## config.mk

```make
export PLATFORM = sky130hd
export DESIGN_NAME = ps2_key_decoder
export DESIGN_NICKNAME = d
export VERILOG_FILES = /design/src/rtl/ps2_key_decoder.sv
export SDC_FILE = /design/constraint.sdc
export NUM_CORES = 1
export LEC_CHECK = 0
export CAP_MARGIN = 30
export CORE_AREA = 2 2 111 113
export DETAILED_ROUTE_END_ITERATION = 8
export DIE_AREA = 0 0 113 115
export DONT_BUFFER_PORTS = 1
export HOLD_SLACK_MARGIN = 0.03
export PLACE_DENSITY_LB_ADDON = 0.25
export SYNTH_ARGS = -nofsm -noshare
export SYNTH_HDL_FRONTEND = slang
export SYNTH_SLANG_ARGS = --single-unit
export TNS_END_PERCENT = 20
```

## constraint.sdc

```tcl
create_clock -name clk -period 6.9 [get_ports clk]
set_clock_uncertainty 0.1 [all_clocks]
set_input_delay 1.035 -clock clk [delete_from_list [all_inputs] [get_ports clk]]
set_output_delay 1.035 -clock clk [all_outputs]
set_load 0.1 [all_outputs]
```

## src/rtl/ps2_key_decoder.sv

```systemverilog
// PS/2 keyboard receiver: input conditioning, 11-bit frame checking, E0/F0 prefix folding,
// arrow-key level bitmap and a first-word fall-through event FIFO.
module ps2_key_decoder #(
    parameter int unsigned SYNC_STAGES    = 2,
    parameter int unsigned FILTER_LEN     = 4,
    parameter int unsigned TIMEOUT_CYCLES = 56750,
    parameter int unsigned FIFO_DEPTH     = 4
) (
    input  logic                          clk,
    input  logic                          reset_n,
    input  logic                          ps2_clk,
    input  logic                          ps2_data,
    output logic                          ev_valid,
    input  logic                          ev_ready,
    output logic [7:0]                    ev_code,
    output logic                          ev_ext,
    output logic                          ev_brk,
    output logic [3:0]                    arrows,
    output logic [$clog2(FIFO_DEPTH):0]   fifo_level,
    output logic                          frame_err,
    output logic                          overflow
);

    localparam int unsigned AW = $clog2(FIFO_DEPTH);
    localparam int unsigned FW = (FILTER_LEN > 1) ? $clog2(FILTER_LEN) : 1;
    localparam int unsigned TW = (TIMEOUT_CYCLES > 1) ? $clog2(TIMEOUT_CYCLES) : 1;

    typedef enum logic [1:0] {StIdle, StData, StParity, StStop} state_e;

    logic [SYNC_STAGES-1:0] clk_sync_q, data_sync_q;
    logic                   filt_q, filt_d;
    logic [FW-1:0]          flt_cnt_q, flt_cnt_d;
    state_e                 state_q, state_d;
    logic [7:0]             shift_q, shift_d;
    logic [2:0]             bit_cnt_q, bit_cnt_d;
    logic                   par_ok_q, par_ok_d;
    logic [TW-1:0]          tmo_q, tmo_d;
    logic                   byte_valid_q, byte_valid_d;
    logic                   frame_err_q, frame_err_d;
    logic                   ext_pend_q, ext_pend_d, brk_pend_q, brk_pend_d;
    logic [3:0]             arrows_q, arrows_d;
    logic [9:0]             mem_q [FIFO_DEPTH];
    logic [AW-1:0]          wr_ptr_q, wr_ptr_d, rd_ptr_q, rd_ptr_d;
    logic [AW:0]            count_q, count_d;
    logic [9:0]             hold_q, hold_d, head;
    logic                   overflow_q, overflow_d;

    logic clk_s, data_s, strobe, timeout, emit, full, pop, push;
    logic [9:0] ev_data;

    assign clk_s   = clk_sync_q[SYNC_STAGES-1];
    assign data_s  = data_sync_q[SYNC_STAGES-1];
    assign strobe  = filt_q & ~filt_d;
    assign timeout = (state_q != StIdle) && (tmo_q == TW'(TIMEOUT_CYCLES - 1));
    assign emit    = byte_valid_q && (shift_q != 8'hE0) && (shift_q != 8'hF0);
    assign ev_data = {ext_pend_q, brk_pend_q, shift_q};
    assign full    = (count_q == (AW+1)'(FIFO_DEPTH));
    assign pop     = (count_q != '0) && ev_ready;
    assign push    = emit && (!full || pop);
    assign head    = (count_q != '0) ? mem_q[rd_ptr_q] : hold_q;

    always_comb begin
        filt_d       = filt_q;
        flt_cnt_d    = '0;
        state_d      = state_q;
        shift_d      = shift_q;
        bit_cnt_d    = bit_cnt_q;
        par_ok_d     = par_ok_q;
        byte_valid_d = 1'b0;
        frame_err_d  = 1'b0;
        tmo_d        = (state_q == StIdle || strobe) ? '0 : tmo_q + TW'(1);
        ext_pend_d   = ext_pend_q;
        brk_pend_d   = brk_pend_q;
        arrows_d     = arrows_q;

        // Filtered clock flips only after FILTER_LEN consecutive differing samples.
        if (clk_s != filt_q) begin
            if (flt_cnt_q == FW'(FILTER_LEN - 1)) filt_d = clk_s;
            else                                  flt_cnt_d = flt_cnt_q + FW'(1);
        end

        if (timeout) begin
            state_d     = StIdle;
            frame_err_d = 1'b1;
        end else if (strobe) begin
            case (state_q)
                StIdle: begin
                    if (!data_s) begin
                        state_d   = StData;
                        bit_cnt_d = 3'd0;
                    end
                end
                StData: begin
                    shift_d   = {data_s, shift_q[7:1]};
                    bit_cnt_d = bit_cnt_q + 3'd1;
                    if (bit_cnt_q == 3'd7) state_d = StParity;
                end
                StParity: begin
                    par_ok_d = ^{shift_q, data_s};
                    state_d  = StStop;
                end
                default: begin
                    if (par_ok_q && data_s) byte_valid_d = 1'b1;
                    else                    frame_err_d  = 1'b1;
                    state_d = StIdle;
                end
            endcase
        end

        if (timeout) begin
            ext_pend_d = 1'b0;
            brk_pend_d = 1'b0;
        end else if (byte_valid_q) begin
            if (shift_q == 8'hE0)      ext_pend_d = 1'b1;
            else if (shift_q == 8'hF0) brk_pend_d = 1'b1;
            else begin
                ext_pend_d = 1'b0;
                brk_pend_d = 1'b0;
            end
        end

        // Bitmap tracks every extended event, including ones the FIFO drops.
        if (emit && ext_pend_q) begin
            case (shift_q)
                8'h75:   arrows_d[3] = ~brk_pend_q;
                8'h6B:   arrows_d[2] = ~brk_pend_q;
                8'h72:   arrows_d[1] = ~brk_pend_q;
                8'h74:   arrows_d[0] = ~brk_pend_q;
                default: arrows_d    = arrows_q;
            endcase
        end

        wr_ptr_d   = push ? wr_ptr_q + AW'(1) : wr_ptr_q;
        rd_ptr_d   = pop ? rd_ptr_q + AW'(1) : rd_ptr_q;
        hold_d     = pop ? mem_q[rd_ptr_q] : hold_q;
        overflow_d = emit && full && !pop;
        count_d    = count_q;
        if (push && !pop)      count_d = count_q + (AW+1)'(1);
        else if (pop && !push) count_d = count_q - (AW+1)'(1);
    end

    always_ff @(posedge clk or negedge reset_n) begin
        if (!reset_n) begin
            clk_sync_q   <= '1;
            data_sync_q  <= '1;
            filt_q       <= 1'b1;
            flt_cnt_q    <= '0;
            state_q      <= StIdle;
            shift_q      <= '0;
            bit_cnt_q    <= '0;
            par_ok_q     <= 1'b0;
            tmo_q        <= '0;
            byte_valid_q <= 1'b0;
            frame_err_q  <= 1'b0;
            ext_pend_q   <= 1'b0;
            brk_pend_q   <= 1'b0;
            arrows_q     <= '0;
            wr_ptr_q     <= '0;
            rd_ptr_q     <= '0;
            count_q      <= '0;
            hold_q       <= '0;
            overflow_q   <= 1'b0;
        end else begin
            clk_sync_q   <= {clk_sync_q[SYNC_STAGES-2:0], ps2_clk};
            data_sync_q  <= {data_sync_q[SYNC_STAGES-2:0], ps2_data};
            filt_q       <= filt_d;
            flt_cnt_q    <= flt_cnt_d;
            state_q      <= state_d;
            shift_q      <= shift_d;
            bit_cnt_q    <= bit_cnt_d;
            par_ok_q     <= par_ok_d;
            tmo_q        <= tmo_d;
            byte_valid_q <= byte_valid_d;
            frame_err_q  <= frame_err_d;
            ext_pend_q   <= ext_pend_d;
            brk_pend_q   <= brk_pend_d;
            arrows_q     <= arrows_d;
            wr_ptr_q     <= wr_ptr_d;
            rd_ptr_q     <= rd_ptr_d;
            count_q      <= count_d;
            hold_q       <= hold_d;
            overflow_q   <= overflow_d;
        end
    end

    always_ff @(posedge clk) begin
        if (push) mem_q[wr_ptr_q] <= ev_data;
    end

    assign {ev_ext, ev_brk, ev_code} = head;
    assign ev_valid   = (count_q != '0);
    assign arrows     = arrows_q;
    assign fifo_level = count_q;
    assign frame_err  = frame_err_q;
    assign overflow   = overflow_q;

endmodule
```

==> reports/results.txt <==
The slack of the worst reg-to-reg path was 3.53 ns; the total global routing overflow was 0. The core region is 11800 sq um. The synthesized design spends more area on one cell type than any other, namely sky130_fd_sc_hd__dfrtp_1. Switching power: 0.735 mW. The critical path crosses 3 cells after its start point.

Setup repair after global routing left no endpoint under its margin. The run gives 39.2% as the initial core utilization. The net switching share of the total power came out at 37.9%. Walking the worst path, the cells encountered are or3_1 > buf_4 > mux2_2. After detailed routing, the average wire length per cell comes to 16.1 um.

Setup total negative slack on the finished layout was measured at 0 ns. In this run the worst setup path terminates at ev_brk. The flow ran to the end, and the final reports show no timing, DRC or antenna violations. The placed cell count was 467; the number of failing setup endpoints in the final timing report was 0.

The die covers 13000 sq um. The tightest hold path in the finished design has a slack of 0.254 ns. The logs give 1.94 mW for the final total power and 0 for the number of diodes. The fraction of synthesized cell area taken by the top area cell type is 31.4%. The detailed router finished its first iteration with 87 violations. The launching point of the worst reg2reg path is fifo_level[1].

The cell count after synthesis came out at 328. The unique cell type count in the Yosys netlist was 47. The routed design could run at a clock period as short as 3.70 ns. The final weighted congestion in routability-driven placement is 0.734. Once detail routing completed, the nets flagged for antenna violations numbered 0. Clock tree synthesis inserted a total of 9 buffers.

The leading cell type in the layout, fill and taps excluded was sky130_fd_sc_hd__dfrtp_1. The tools report the element type at the critical path start as a flip-flop. By area the synthesized netlist is led by sky130_fd_sc_hd__dfrtp_1 (31%), sky130_fd_sc_hd__edfxtp_1 (26%), sky130_fd_sc_hd__mux2_2 (7.8%). The wire length of the first global-routing pass is 13200 um.

After clock tree synthesis, the repair step resized 0 gates. The routed via count divided by cell count works out to 5.08. The count of cells in the finished layout, fillers not included, comes to 484.

TritonCTS built the clock tree. The library cells used most frequently in the layout, excluding fill and tap cells, are sky130_fd_sc_hd__dfrtp_1 (58), sky130_fd_sc_hd__edfxtp_1 (40), sky130_fd_sc_hd__mux2_2 (32). The transition at the pin with the smallest max-transition slack is 1.01 ns, and the leakage power total is 2.03 nW. The logs give 40 for the standard-cell row count and 0.270 GHz for the maximum frequency from static timing analysis. The internal power of the cells totals 1.21 mW. The y dimension of the die is 115 um, and the clock transition at the register clock pins on the worst setup and hold paths after CTS is 0.07 ns.

The maximum fanout encountered on the critical timing path works out to 13. The count of maximum capacitance violations was 0. The logs give 4630 sq um for the post-synthesis instance area and 0.34 ns for the clock network latency to the later pin of the worst-skew pair. Global routing used 13.0% of the available tracks across all layers. When the netlist entered floorplanning its net count stood at 348. The via count of the first global-routing pass is 2606, and the worst stage delay on the critical path is 1.01 ns.

From synthesis to final layout, the design area changed by 10.1%. From left edge to right edge, the die measures 113 um. Entering global routing, the biggest net connects 64 pins.

VDD sags by at most 0.142 mV. The initial antenna violation count is 0, and the total wirelength of the detailed-routed design is 7790 um. Buffers inserted to repair hold after CTS numbered 0. The clock passes through at most 2 buffers.

The predominant post-synthesis flop cell is sky130_fd_sc_hd__dfrtp_1. In this run, flip-flops and latches consume 44.4% of the power. Combinational logic is responsible for 29.6% of the overall power. The endpoint of the worst register-to-register path was fifo_level[2]. Counting flops with a built-in enable in the synthesized netlist gives 40.

Across all layers, the routed design uses 2461 vias. The share of post-route cells with drive strength above 1 works out to 19.9%. The count of buffers added on input and output ports is 0. Dividing the synthesized area by the synthesized cell count gives 14.1 sq um. The setup slack after layout is 3.20 ns. The critical path is of the reg -> out type.

For the clock sink count, the log shows 103. In this run the worst setup path begins at fifo_level[1]. For the net count reported at finish, the log shows 352. In the synthesized netlist the async set-or-reset flop fraction comes to 61.2%. The number of DRC violations after detailed routing is 0, and the clock network power share is 26.1%. The worst pin sits at a relative slew slack of 32.7%. After layout, the worst path uses 53.6% of the clock period. The power density normalized to cell area was 381 nW/um^2; the critical path arrival was 2.56 ns. For the hold violation count in the final report, the log shows 0. STA classifies the critical path endpoint as an output port.

During synthesis, Yosys emitted a total of 0 warnings. After clock tree synthesis, the setup repair step added 0 buffers. The number of buffers and inverters on the critical path is 1. For the worst flop-to-flop path, the logic depth is 9.

The run gives 2780 sq um as the area used by sequential logic in the layout. The H-tree depth was 3. The slowest stage cell on the critical path was sky130_fd_sc_hd__dfrtp_1. For the number of max-slew violations in the final report, the log shows 0. The root buffer cell was sky130_fd_sc_hd__clkbuf_16.

Family with the most delay on the worst path: flip-flops. The share of synthesized area occupied by flip-flops and latches was 60.2%; the post-placement worst setup slack was 3.51 ns. The synthesized design contains 103 register bits.

The footprint of the multi-input gates is 1740 sq um, and the number of fill cells in the layout is 1067. 25 I/O pins were placed. STA puts the critical path data required time at 5.76 ns.

Path category of the worst min-delay check: reg -> reg. The logs give 6 for the first-pass detailed-route iteration total and 5130 um for the half-perimeter wire length after placement.
==> sequential cells by signal (all words and copies together) (netlist names), 2 cells and up <==
name and flops:
data_sync_q 2, mem_q 40, hold_q 10, fifo_level 3
flt_cnt_q 2, arrows 4, wr_ptr_q 2, shift_q 8
state_q 2, clk_sync_q 2, rd_ptr_q 2, tmo_q 16
bit_cnt_q 3
==> layout make-up <==
cell class	count	area share, %
Multi-Input combinational cell	201	34.1
Tap cell	147	3.61
Clock buffer	12	4.84
Clock inverter	4	1.03
Timing Repair Buffer	2	0.688
Inverter	15	1.11
Sequential cell	103	54.7
==> synth_stat cells (4+ instances only) <==
cell                        n
sky130_fd_sc_hd__a21oi_1    5
sky130_fd_sc_hd__and2_1     4
sky130_fd_sc_hd__clkbuf_1   5
sky130_fd_sc_hd__dfrtp_1   58
sky130_fd_sc_hd__dfstp_2    5
sky130_fd_sc_hd__edfxtp_1  40
sky130_fd_sc_hd__ha_1      14
sky130_fd_sc_hd__inv_1     15
sky130_fd_sc_hd__mux2_2    32
sky130_fd_sc_hd__mux2i_1    4
sky130_fd_sc_hd__mux4_2    10
sky130_fd_sc_hd__nand2_1   14
sky130_fd_sc_hd__nand3_1   13
sky130_fd_sc_hd__nand4_1    5
sky130_fd_sc_hd__nor2_1    23
sky130_fd_sc_hd__nor3_1     8
sky130_fd_sc_hd__nor4_1     6
sky130_fd_sc_hd__o21ai_0    5
sky130_fd_sc_hd__xnor2_1   21
sky130_fd_sc_hd__xor2_1     4
==> cell families (layout without fill, tap and decap cells) <==
logic type | after synthesis | after routing | share of synthesized area, %
mux | 46 | 46 | 13.5
fa+ha+maj | 15 | 15 | 4.22
simple gates | 95 | 95 | 11.8
flops | 103 | 103 | 60.2
buf+inv | 24 | 33 | 2.33
compound gates | 19 | 19 | 2.73
xor+xnor | 26 | 26 | 5.22
==> through the flow <==
step | util [%] | cell area [sq um]
after floorplan | - | 4630
after global placement | 40.4 | 4770
after detailed placement | 40.4 | 4770
after CTS | 42.9 | 5070
after global routing | 43.1 | 5090
final | 43.1 | 5090
==> power groups by stage <==
| stage | sequential [mW] | combinational (mW) | clock (mW) |
|---|---|---|---|
| 5_1_grt | 0.879 | 0.610 | 0.546 |
| 4_1_cts | 0.886 | 0.538 | 0.526 |
| 3_5_place_dp | 0.898 | 0.535 | 0 |
| 2_1_floorplan | 0.850 | 0.522 | 0 |
| 6_report | 0.861 | 0.574 | 0.507 |
| 3_3_place_gp | 0.895 | 0.529 | 0 |
==> worst reg2reg max path, cell delays in order (launching register included) <==
cell                      delay [ns]
sky130_fd_sc_hd__dfrtp_1        0.78
sky130_fd_sc_hd__or3_1          0.52
sky130_fd_sc_hd__buf_4          0.27
sky130_fd_sc_hd__nand2_1        0.45
sky130_fd_sc_hd__ha_1           0.27
sky130_fd_sc_hd__inv_1          0.06
sky130_fd_sc_hd__fa_1           0.37
sky130_fd_sc_hd__xor2_1         0.17
sky130_fd_sc_hd__nor2_1         0.12
sky130_fd_sc_hd__xor2_1         0.17
==> routing by layer <==
layer  track usage [%]  part of all wire [%]  vias up  routed length, um
li1                  -                     -     1200                  -
met1              15.6                    45     1222               3510
met2              23.0                    50       28               3920
met3              3.22                   3.1       11                243
met4              4.80                   1.5        0                113
met5                 0                     0        -                  0
==> worst min-delay path by stage <==
| stage | start | to | cells past startpoint |
|---|---|---|---|
| 2_1_floorplan | clk_sync_q[0] | clk_sync_q[1] | 0 |
| 3_3_place_gp | clk_sync_q[0] | clk_sync_q[1] | 0 |
| 3_5_place_dp | clk_sync_q[0] | clk_sync_q[1] | 0 |
| 4_1_cts | clk_sync_q[0] | clk_sync_q[1] | 0 |
| 5_1_grt | data_sync_q[0] | data_sync_q[1] | 0 |
| 6_report | data_sync_q[0] | data_sync_q[1] | 0 |
Note: power is estimated with default switching activity, not from simulation.
